$ cat src/rtl/stage_complete_cdb_pkg.sv
// stage_complete_cdb_pkg: shared widths, FU indices and the CDB packet type.
package stage_complete_cdb_pkg;
    localparam int NUM_SRC = 3;
    localparam int XLEN = 32;
    localparam int TAG_W = 6;
    localparam int ROB_W = 5;
    localparam int SRC_W = $clog2(NUM_SRC);
    localparam int NUM_FU_ALU = 0;
    localparam int NUM_FU_MULT = 1;
    localparam int NUM_FU_BRANCH = 2;
    localparam logic [TAG_W-1:0] ZERO_REG = '0;

    typedef struct packed {
        logic valid;
        logic [XLEN-1:0] value;
        logic [TAG_W-1:0] tag;
        logic [ROB_W-1:0] rob_idx;
    } cdb_packet_t;

    function automatic int wrap_add(input int a, input int b, input int n);
        return (a + b) % n;
    endfunction
endpackage

$ cat src/rtl/stage_complete_cdb_rr_arbiter.sv
// rr_arbiter: combinational round-robin grant starting at ptr_i with wrap-around.
module rr_arbiter
    import stage_complete_cdb_pkg::*;
#(
    parameter int NUM_REQ = 3,
    parameter int IDX_W = $clog2(NUM_REQ)
) (
    input  logic [NUM_REQ-1:0] req_i,
    input  logic [IDX_W-1:0]   ptr_i,
    output logic [NUM_REQ-1:0] gnt_o,
    output logic [IDX_W-1:0]   gnt_idx_o
);
    logic [IDX_W-1:0] cand;

    always_comb begin
        cand = '0;
        gnt_idx_o = '0;
        // Scan farthest-first so the closest requester at or after ptr_i wins.
        for (int k = NUM_REQ - 1; k >= 0; k--) begin
            cand = IDX_W'(wrap_add(int'(ptr_i), k, NUM_REQ));
            if (req_i[cand]) gnt_idx_o = cand;
        end
        gnt_o = (|req_i) ? (NUM_REQ'(1) << gnt_idx_o) : '0;
    end
endmodule

$ cat src/rtl/stage_complete_cdb.sv
// stage_complete_cdb: per-source holding slots arbitrated onto a single common data bus.
module stage_complete_cdb
    import stage_complete_cdb_pkg::*;
(
    input  logic                     clock_i,
    input  logic                     reset_i,
    input  logic                     squash_i,
    input  logic [NUM_SRC-1:0]       src_valid_i,
    input  logic [NUM_SRC*XLEN-1:0]  src_value_i,
    input  logic [NUM_SRC*TAG_W-1:0] src_tag_i,
    input  logic [NUM_SRC*ROB_W-1:0] src_rob_i,
    output logic [NUM_SRC-1:0]       src_ready_o,
    output logic                     cdb_valid_o,
    output logic [XLEN-1:0]          cdb_value_o,
    output logic [TAG_W-1:0]         cdb_tag_o,
    output logic [ROB_W-1:0]         cdb_rob_o,
    output logic [SRC_W-1:0]         cdb_src_o
);
    cdb_packet_t      slot [NUM_SRC];
    cdb_packet_t      pkt;
    logic [NUM_SRC-1:0] held;
    logic [NUM_SRC-1:0] gnt;
    logic [SRC_W-1:0]   gnt_idx;
    logic [SRC_W-1:0]   rr_ptr_q, rr_ptr_d;

    for (genvar g = 0; g < NUM_SRC; g++) begin : g_slot
        cdb_packet_t slot_q, slot_d;
        logic accept;
        assign accept = src_valid_i[g] & src_ready_o[g] & ~squash_i;
        always_comb begin
            slot_d = slot_q;
            slot_d.valid = squash_i ? 1'b0 : accept ? 1'b1 : gnt[g] ? 1'b0 : slot_q.valid;
            if (accept) begin
                slot_d.value = src_value_i[g*XLEN +: XLEN];
                slot_d.tag = src_tag_i[g*TAG_W +: TAG_W];
                slot_d.rob_idx = src_rob_i[g*ROB_W +: ROB_W];
            end
        end
        always_ff @(posedge clock_i) begin
            if (reset_i) slot_q <= '0;
            else slot_q <= slot_d;
        end
        assign slot[g] = slot_q;
        assign held[g] = slot_q.valid;
    end

    rr_arbiter #(.NUM_REQ(NUM_SRC)) u_arb (
        .req_i    (held),
        .ptr_i    (rr_ptr_q),
        .gnt_o    (gnt),
        .gnt_idx_o(gnt_idx)
    );

    assign rr_ptr_d = (|held && !squash_i) ? SRC_W'(wrap_add(int'(gnt_idx), 1, NUM_SRC)) : rr_ptr_q;

    always_ff @(posedge clock_i) begin
        if (reset_i) rr_ptr_q <= '0;
        else rr_ptr_q <= rr_ptr_d;
    end

    assign pkt = (|held) ? slot[gnt_idx] : '0;
    assign src_ready_o = ~held | gnt;
    assign cdb_valid_o = |held;
    assign cdb_value_o = pkt.value;
    assign cdb_tag_o = pkt.tag;
    assign cdb_rob_o = pkt.rob_idx;
    assign cdb_src_o = (|held) ? gnt_idx : '0;
endmodule

$ cat config.mk
export PLATFORM = sky130hd
export DESIGN_NAME = stage_complete_cdb
export DESIGN_NICKNAME = d
export VERILOG_FILES = /design/src/rtl/stage_complete_cdb_pkg.sv /design/src/rtl/stage_complete_cdb_rr_arbiter.sv /design/src/rtl/stage_complete_cdb.sv
export SDC_FILE = /design/constraint.sdc
export NUM_CORES = 1
export LEC_CHECK = 0
export ABC_CLOCK_PERIOD_IN_PS = 3000
export BUFFER_PORTS_ARGS = -buffer_cell sky130_fd_sc_hd__buf_4
export CORE_ASPECT_RATIO = 0.8
export CORE_MARGIN = 10
export CORE_UTILIZATION = 52
export DETAILED_ROUTE_END_ITERATION = 10
export PLACE_DENSITY_LB_ADDON = 0.15
export SLEW_MARGIN = 20
export SYNTH_ARGS = -nofsm -noshare
export SYNTH_HDL_FRONTEND = slang
export SYNTH_SLANG_ARGS = --single-unit
export TNS_END_PERCENT = 100
$ cat constraint.sdc
create_clock -name clock_i -period 3 [get_ports clock_i]
set_input_delay 0.6 -clock clock_i [delete_from_list [all_inputs] [get_ports clock_i]]
set_output_delay 0.6 -clock clock_i [all_outputs]
set_load 0.1 [all_outputs]
# --- Word level (Yosys, flattened, before mapping) ---
# Cells that the tools add are included.
op_classes:
  n_addsub: 3
  bitwise_logic: 10
  order_cmp: 4
  n_div: 4
  reduce_logical: 7
  shift: 1
  mux: 21
op_table:
  columns: ["cell", "n"]
  rows:
  - ["43-bit 2-to-1 mux", 3]
  - ["32-bit by 3-bit remainder unit with 32-bit output (second input constant)", 3]
  - ["44-bit binary-select mux with 2-bit select", 1]
  - ["3-bit by 3-bit remainder unit with 32-bit output (second input constant)", 1]
  - ["2-bit by 3-bit less-than comparator with 1-bit output (second input constant)", 3]
  - ["1-bit 2-to-1 mux", 9]
  - ["2-bit 2-to-1 mux", 4]
  - ["2-bit by 1-bit adder with 3-bit output (second input constant)", 2]
  - ["1-bit AND", 6]
  - ["1-bit binary-select mux with 2-bit select", 3]
  - ["2-bit nonzero test", 3]
  - ["2-bit by 2-bit adder with 3-bit output (second input constant)", 1]
  - ["3-bit greater-or-equal comparator (second input constant)", 1]
  - ["3-bit 2-to-1 mux", 1]
  - ["2-bit inverter with 3-bit output", 1]
  - ["3-bit inverter", 1]
  - ["3-bit OR", 1]
  - ["3-bit OR reduction", 1]
  - ["1-bit by 2-bit left shift with 3-bit output (first input constant)", 1]
  - ["2-bit OR reduction", 1]
  - ["1-bit logical AND", 1]
  - ["1-bit logical NOT", 1]
  - ["1-bit inverter", 1]
totals:
  wordCells: 63
  out_inout_bits: 49
  regBits: 134
  input_bits: 135

# --- Logic depth before layout (Yosys ltp) ---
depth:
  ltp_word: 13
  mapped_depth: 10
  mapped_depth_nobuf: 8

# --- Modules after synthesis ---
# Synthesis repeated with hierarchy kept, for this count alone.
unflattened:
  cells_unflattened: 804
  area_unflattened_um2: 6527.5
modules_own_cells:
  columns: ["module", "cells_each", "area_each_um2", "seq_area_each_um2", "n_inst"]
  rows:
  - ["stage_complete_cdb", 771, 6279.8, 2682.6, 1]
  - ["rr_arbiter", 33, 247.7, 0.0, 1]

# --- Worst setup path after synthesis ---
# No wires, ideal clock.
synth_timing:
  path_kind: "register -> output"
  startpoint: "register rr_ptr_q[0]"
  endpoint: "output port cdb_tag_o[3]"
  n_path_buf: 2
  setup_slack_ns: -2.238
  required_ns: 2.400
  stages_incl_launch_ff: 10
  arrival_ns: 4.638
  path_cell_list: "dfxtp_1 inv_1 ha_1 buf_2 nor4b_2 o32a_1 nand2_1 inv_1 buf_1 o31ai_1"
synth_between:
  elab_chain_cells: 12
  elab_cells_between_ends: 19
  classes_between: "add/sub (2); div (3); mux (13); bitwise (1)"
synth_lines:
  columns: ["element", "line", "rtl"]
  rows:
  - ["start, declared", "stage_complete_cdb.sv:24", "logic [SRC_W-1:0] rr_ptr_q, rr_ptr_d;"]
  - ["start signal, assigned", "stage_complete_cdb.sv:58", "else rr_ptr_q <= rr_ptr_d;"]
  - ["2-bit by 2-bit adder with 3-bit output", "stage_complete_cdb_pkg.sv:21", "return (a + b) % n;"]
  - ["32-bit by 3-bit remainder unit with 32-bit output", "stage_complete_cdb_pkg.sv:21", null]
  - ["1-bit binary-select mux with 2-bit select", "stage_complete_cdb_rr_arbiter.sv:21", "if (req_i[cand]) gnt_idx_o = cand;"]
  - ["1-bit 2-to-1 mux (not written as such)", "stage_complete_cdb_rr_arbiter.sv:21", null]
  - ["2-bit 2-to-1 mux (2 in a row)", "stage_complete_cdb_rr_arbiter.sv:21", null]
  - ["2-bit 2-to-1 mux *", "stage_complete_cdb_rr_arbiter.sv:21", null]
  - ["2-bit inverter with 3-bit output (not written as such) *", "stage_complete_cdb.sv:61", "assign pkt = (|held) ? slot[gnt_idx] : '0;"]
  - ["44-bit binary-select mux with 2-bit select *", "stage_complete_cdb.sv:61", null]
  - ["43-bit 2-to-1 mux (not written as such) * (2 in a row)", "stage_complete_cdb.sv:61", null]
  - ["43-bit 2-to-1 mux *", "stage_complete_cdb.sv:61", null]
  - ["end, declared", "stage_complete_cdb.sv:15", "output logic [TAG_W-1:0] cdb_tag_o,"]
# Mark *: on every way between the ends. The rest lies on a longest branch, timed or not. The select of a mux whose other input is x is not followed.

# --- Worst setup path after layout ---
layout_timing:
  startpoint: "register rr_ptr_q[0]"
  endpoint: "output port cdb_value_o[25]"
layout_between:
  elab_chain_cells: 12
  elab_cells_between_ends: 19
  classes_between: "add/sub (2); div (3); mux (13); bitwise (1)"
layout_lines:
  columns: ["element", "line", "rtl"]
  rows:
  - ["2-bit by 2-bit adder with 3-bit output", "stage_complete_cdb_pkg.sv:21", null]
  - ["32-bit by 3-bit remainder unit with 32-bit output", "stage_complete_cdb_pkg.sv:21", null]
  - ["1-bit binary-select mux with 2-bit select", "stage_complete_cdb_rr_arbiter.sv:21", null]
  - ["1-bit 2-to-1 mux (not written as such)", "stage_complete_cdb_rr_arbiter.sv:21", null]
  - ["2-bit 2-to-1 mux (2 in a row)", "stage_complete_cdb_rr_arbiter.sv:21", null]
  - ["2-bit 2-to-1 mux *", "stage_complete_cdb_rr_arbiter.sv:21", null]
  - ["2-bit inverter with 3-bit output (not written as such) *", "stage_complete_cdb.sv:61", null]
  - ["44-bit binary-select mux with 2-bit select *", "stage_complete_cdb.sv:61", null]
  - ["43-bit 2-to-1 mux (not written as such) * (2 in a row)", "stage_complete_cdb.sv:61", null]
  - ["43-bit 2-to-1 mux *", "stage_complete_cdb.sv:61", null]
  - ["end, declared", "stage_complete_cdb.sv:14", "output logic [XLEN-1:0] cdb_value_o,"]
# Marked as above.

==> results.tsv <==
stage	metric	value	unit
floorplanning	die_w	141.8	microns
routing	wl	24120	microns
routing	via_per_inst	6.081	
pwr	power.leakage	0.003738	uW
yosys	synth.avg_cell_area	8.744	sq um
clocking	cts_buffers	17	
yosys	ys_warn_count	0	
critical_path	ff2ff_setup_slack	0.27	ns
routing	final_antenna_net_count	0	
timing	fmax	0.2997	GHz
global_route	overflow	0	
critical_path	end_kind	output pin	
place	gp_congestion	0.9003	
floorplanning	dieHeight	117.5	microns
yosys	yosys.cell_types.count	43	
final_layout	fillers	573	
place	placedCellCount	1005	
timing	tightest_slew	0.7531	ns
yosys	synth_top_area_cell	dfxtp_1	
pwr	power	5344	uW
floorplanning	start_util	0.5340	
hold_path	holdCritPathClass	in -> reg	
timing	min_period	3.337	ns
floorplanning	die-area	16660	sq um
critical_path	rr_endpoint	g_slot[1].slot_q[5]	
critical_path	reg2reg_from	rr_ptr_q[0]	
timing	setup_violations	44	
critical_path	endpoint	cdb_value_o[25]	
critical_path	startpoint	rr_ptr_q[0]	
global_route	grt_max_degree	47	
hold_path	hp-start	src_value_i[48]	
global_route	grt_util_all_layers	0.2626	
final_layout	diodes	0	
final_layout	multi_input_area	4069	sq um
yosys	synthAdderAreaFrac	0.006080	
yosys	syn-cell-area	6173	sq um
place	place_ws	-0.04276	ns
place	port_buffers	183	
routing	firstDrtPassIters	5	
global_route	grt_pass1_vias	6572	
critical_path	cp-start-kind	flip-flop	
yosys	synth_top_area_share	0.4345	
critical_path	cp.required	2.40	ns
yosys	yosys.area_share.simple	0.1467	
routing	drtIter0Drc	633	
pwr	ir_drop	506.0	uV
critical_path	worstPathMaxFanout	7	
clocking	cts.sinks	134	
timing	finalMaxSlewViolations	0	
timing	rsz0062_at_grt	true	
timing	period_share	1.112	
yosys	synth_edf_count	0	
place	dpl.hpwl	14630	microns
clocking	clk_latency	0.41	ns
floorplanning	num_rows	35	
status	status	finished, violations left	
routing	avgRoutedWirePerCell	22.91	microns
yosys	synthCells	706	
final_layout	seq_area	2686	sq um
clocking	clk_path_buf_depth	2	
yosys	synthXorXnorAreaFrac	0	
yosys	synth_area_leaders	dfxtp_1, mux2i_1, nand2_1, a21oi_1, a32o_1	
global_route	antenna_found_initial	0	
clocking	cts_max_level	4	
yosys	synth_compound_area_frac	0.2011	
final_layout	final_core_util	0.8637	
final_layout	area_growth	61.76	%
yosys	synth_nets	844	
timing	hold_ws	0.3923	ns
clocking	cts_root_buffer	clkbuf_16	
yosys	synth_top_family_by_area	compound AO/OA/AOI/OAI gates	
critical_path	crit_type	reg -> out	
final_layout	final_net_count	1030	
job	drv_cap	0	
pwr	power.density	535.2	nW/um^2
critical_path	rr_worst_depth	11	
yosys	ys_seq_area_frac	0.4345	
final_layout	final_layout_size_suffix_gt1_frac	0.4110	
yosys	async_reset_ff_frac	0	
global_route	grt_pass1_wl	35730	microns
floorplanning	pin_count	184	
yosys	synth.mux.area_fraction	0.1411	
critical_path	arrival	2.74	ns
routing	remaining_drc_errors	0	
timing	slew_headroom	0.4967	
final_layout	fin_cells	1053	
timing	setup_slack	-0.3366	ns
floorplanning	core	11560	sq um
yosys	ys.flop_type	dfxtp_1	
yosys	ys_seq_elements	134	
timing	hold_viol	0	
status	violations	setup timing	
clocking	cts_tree	built	
clocking	path_clk_slew	0.06	ns
routing	num_vias	6403	
clocking	cts_hold_buffers	0	
timing	fin_skew	0.008599	ns
how the worst min path moves through the flow:
stage	to	cells past startpoint
4_1_cts	g_slot[1].slot_q[27]	2
5_1_grt	g_slot[1].slot_q[24]	2
2_1_floorplan	g_slot[2].slot_q[0]	2
6_report	g_slot[1].slot_q[27]	2
3_5_place_dp	g_slot[2].slot_q[30]	2
3_3_place_gp	g_slot[2].slot_q[18]	2
cell usage in the layout, fill, tap and decap left out, types with 4 or more instances in the layout:
master     instances
a32o_1            43
a21oi_4           35
buf_4            171
mux2i_4           26
nand3_1            4
o31ai_4            6
nand2_1          182
clkbuf_16         18
nor2b_1            5
o21ai_1           21
o21ai_0           18
mux2i_1           48
inv_2              4
dfxtp_1          131
mux2i_2           13
buf_6             10
clkinv_2           5
a21oi_1           47
buf_12            48
a21oi_2            4
nor2_1             6
inv_1              5
cell type report:
| cell class | count | area share |
|---|---|---|
| Clock buffer | 19 | 0.04436 |
| Sequential cell | 134 | 0.2690 |
| Multi-Input combinational cell | 498 | 0.4075 |
| Inverter | 9 | 0.003383 |
| Tap cell | 148 | 0.01854 |
| Timing Repair Buffer | 232 | 0.2417 |
| Clock inverter | 13 | 0.01554 |
cells by family after synthesis:
logic type                 count (synthesis)
AOI/OAI and AO/OA                        191
adders and majority gates                  3
buffers and inverters                     74
DFF                                      134
muxes                                     87
and+or+nand+nor                          217
synthesized netlist by cell type, types with 3 or more instances:
master / n
nand2_1: 183
ha_1: 3
buf_4: 4
clkbuf_1: 29
nand2b_1: 3
a32o_1: 43
nor2b_1: 8
a21oi_1: 86
buf_6: 7
o21ai_1: 11
nand3_1: 5
dfxtp_1: 134
inv_1: 8
mux2i_1: 87
buf_2: 20
buf_12: 4
o31ai_1: 6
o21ai_0: 31
nor2_1: 6
registers in the layout, indices dropped and copies added, names as in the netlist:
register	flops
g_slot.slot_q	132
rr_ptr_q	2
timing repair:
item	4_1_cts	5_1_grt
gates resized for setup	164	58
setup endpoints to repair	45	46
setup buffers	12	6
pin swaps	23	14
cloned	2	0
through the flow:
stage,TNS [ns],area [sq um]
6_report,-12.05,9986
5_1_grt,-14.91,9986
4_1_cts,-8.675,9728
3_5_place_dp,-0.07456,8310
3_3_place_gp,0,8283
2_1_floorplan,-1.798,6720
critical path: stages, from the launching register on:
cell	delay [ns]
dfxtp_2	0.35
buf_6	0.10
ha_4	0.17
mux2i_2	0.25
nand4b_1	0.22
buf_4	0.20
a31o_4	0.27
buf_12	0.16
mux2i_4	0.19
a21oi_4	0.19
buf_12	0.19
power by group:
group	total, uW	leakage [uW]	internal [uW]	switching (uW)
sequential	1960	0.00110	1880	82.1
clock	2110	0.000289	1320	790
combinational	1270	0.00235	523	749
total	5340	0.00374	3720	1620
layer usage:
| metal | part of all wire | track usage | routed length (microns) | vias up |
|---|---|---|---|---|
| met2 | 0.50 | 0.4412 | 12120 | 361 |
| li1 | - | - | - | 2859 |
| met5 | 0 | 0 | 0 | - |
| met4 | 0.030 | 0.08482 | 720 | 0 |
| met1 | 0.38 | 0.3076 | 9117 | 3124 |
| met3 | 0.090 | 0.08468 | 2163 | 59 |
Note: power is estimated with default switching activity, not from simulation.
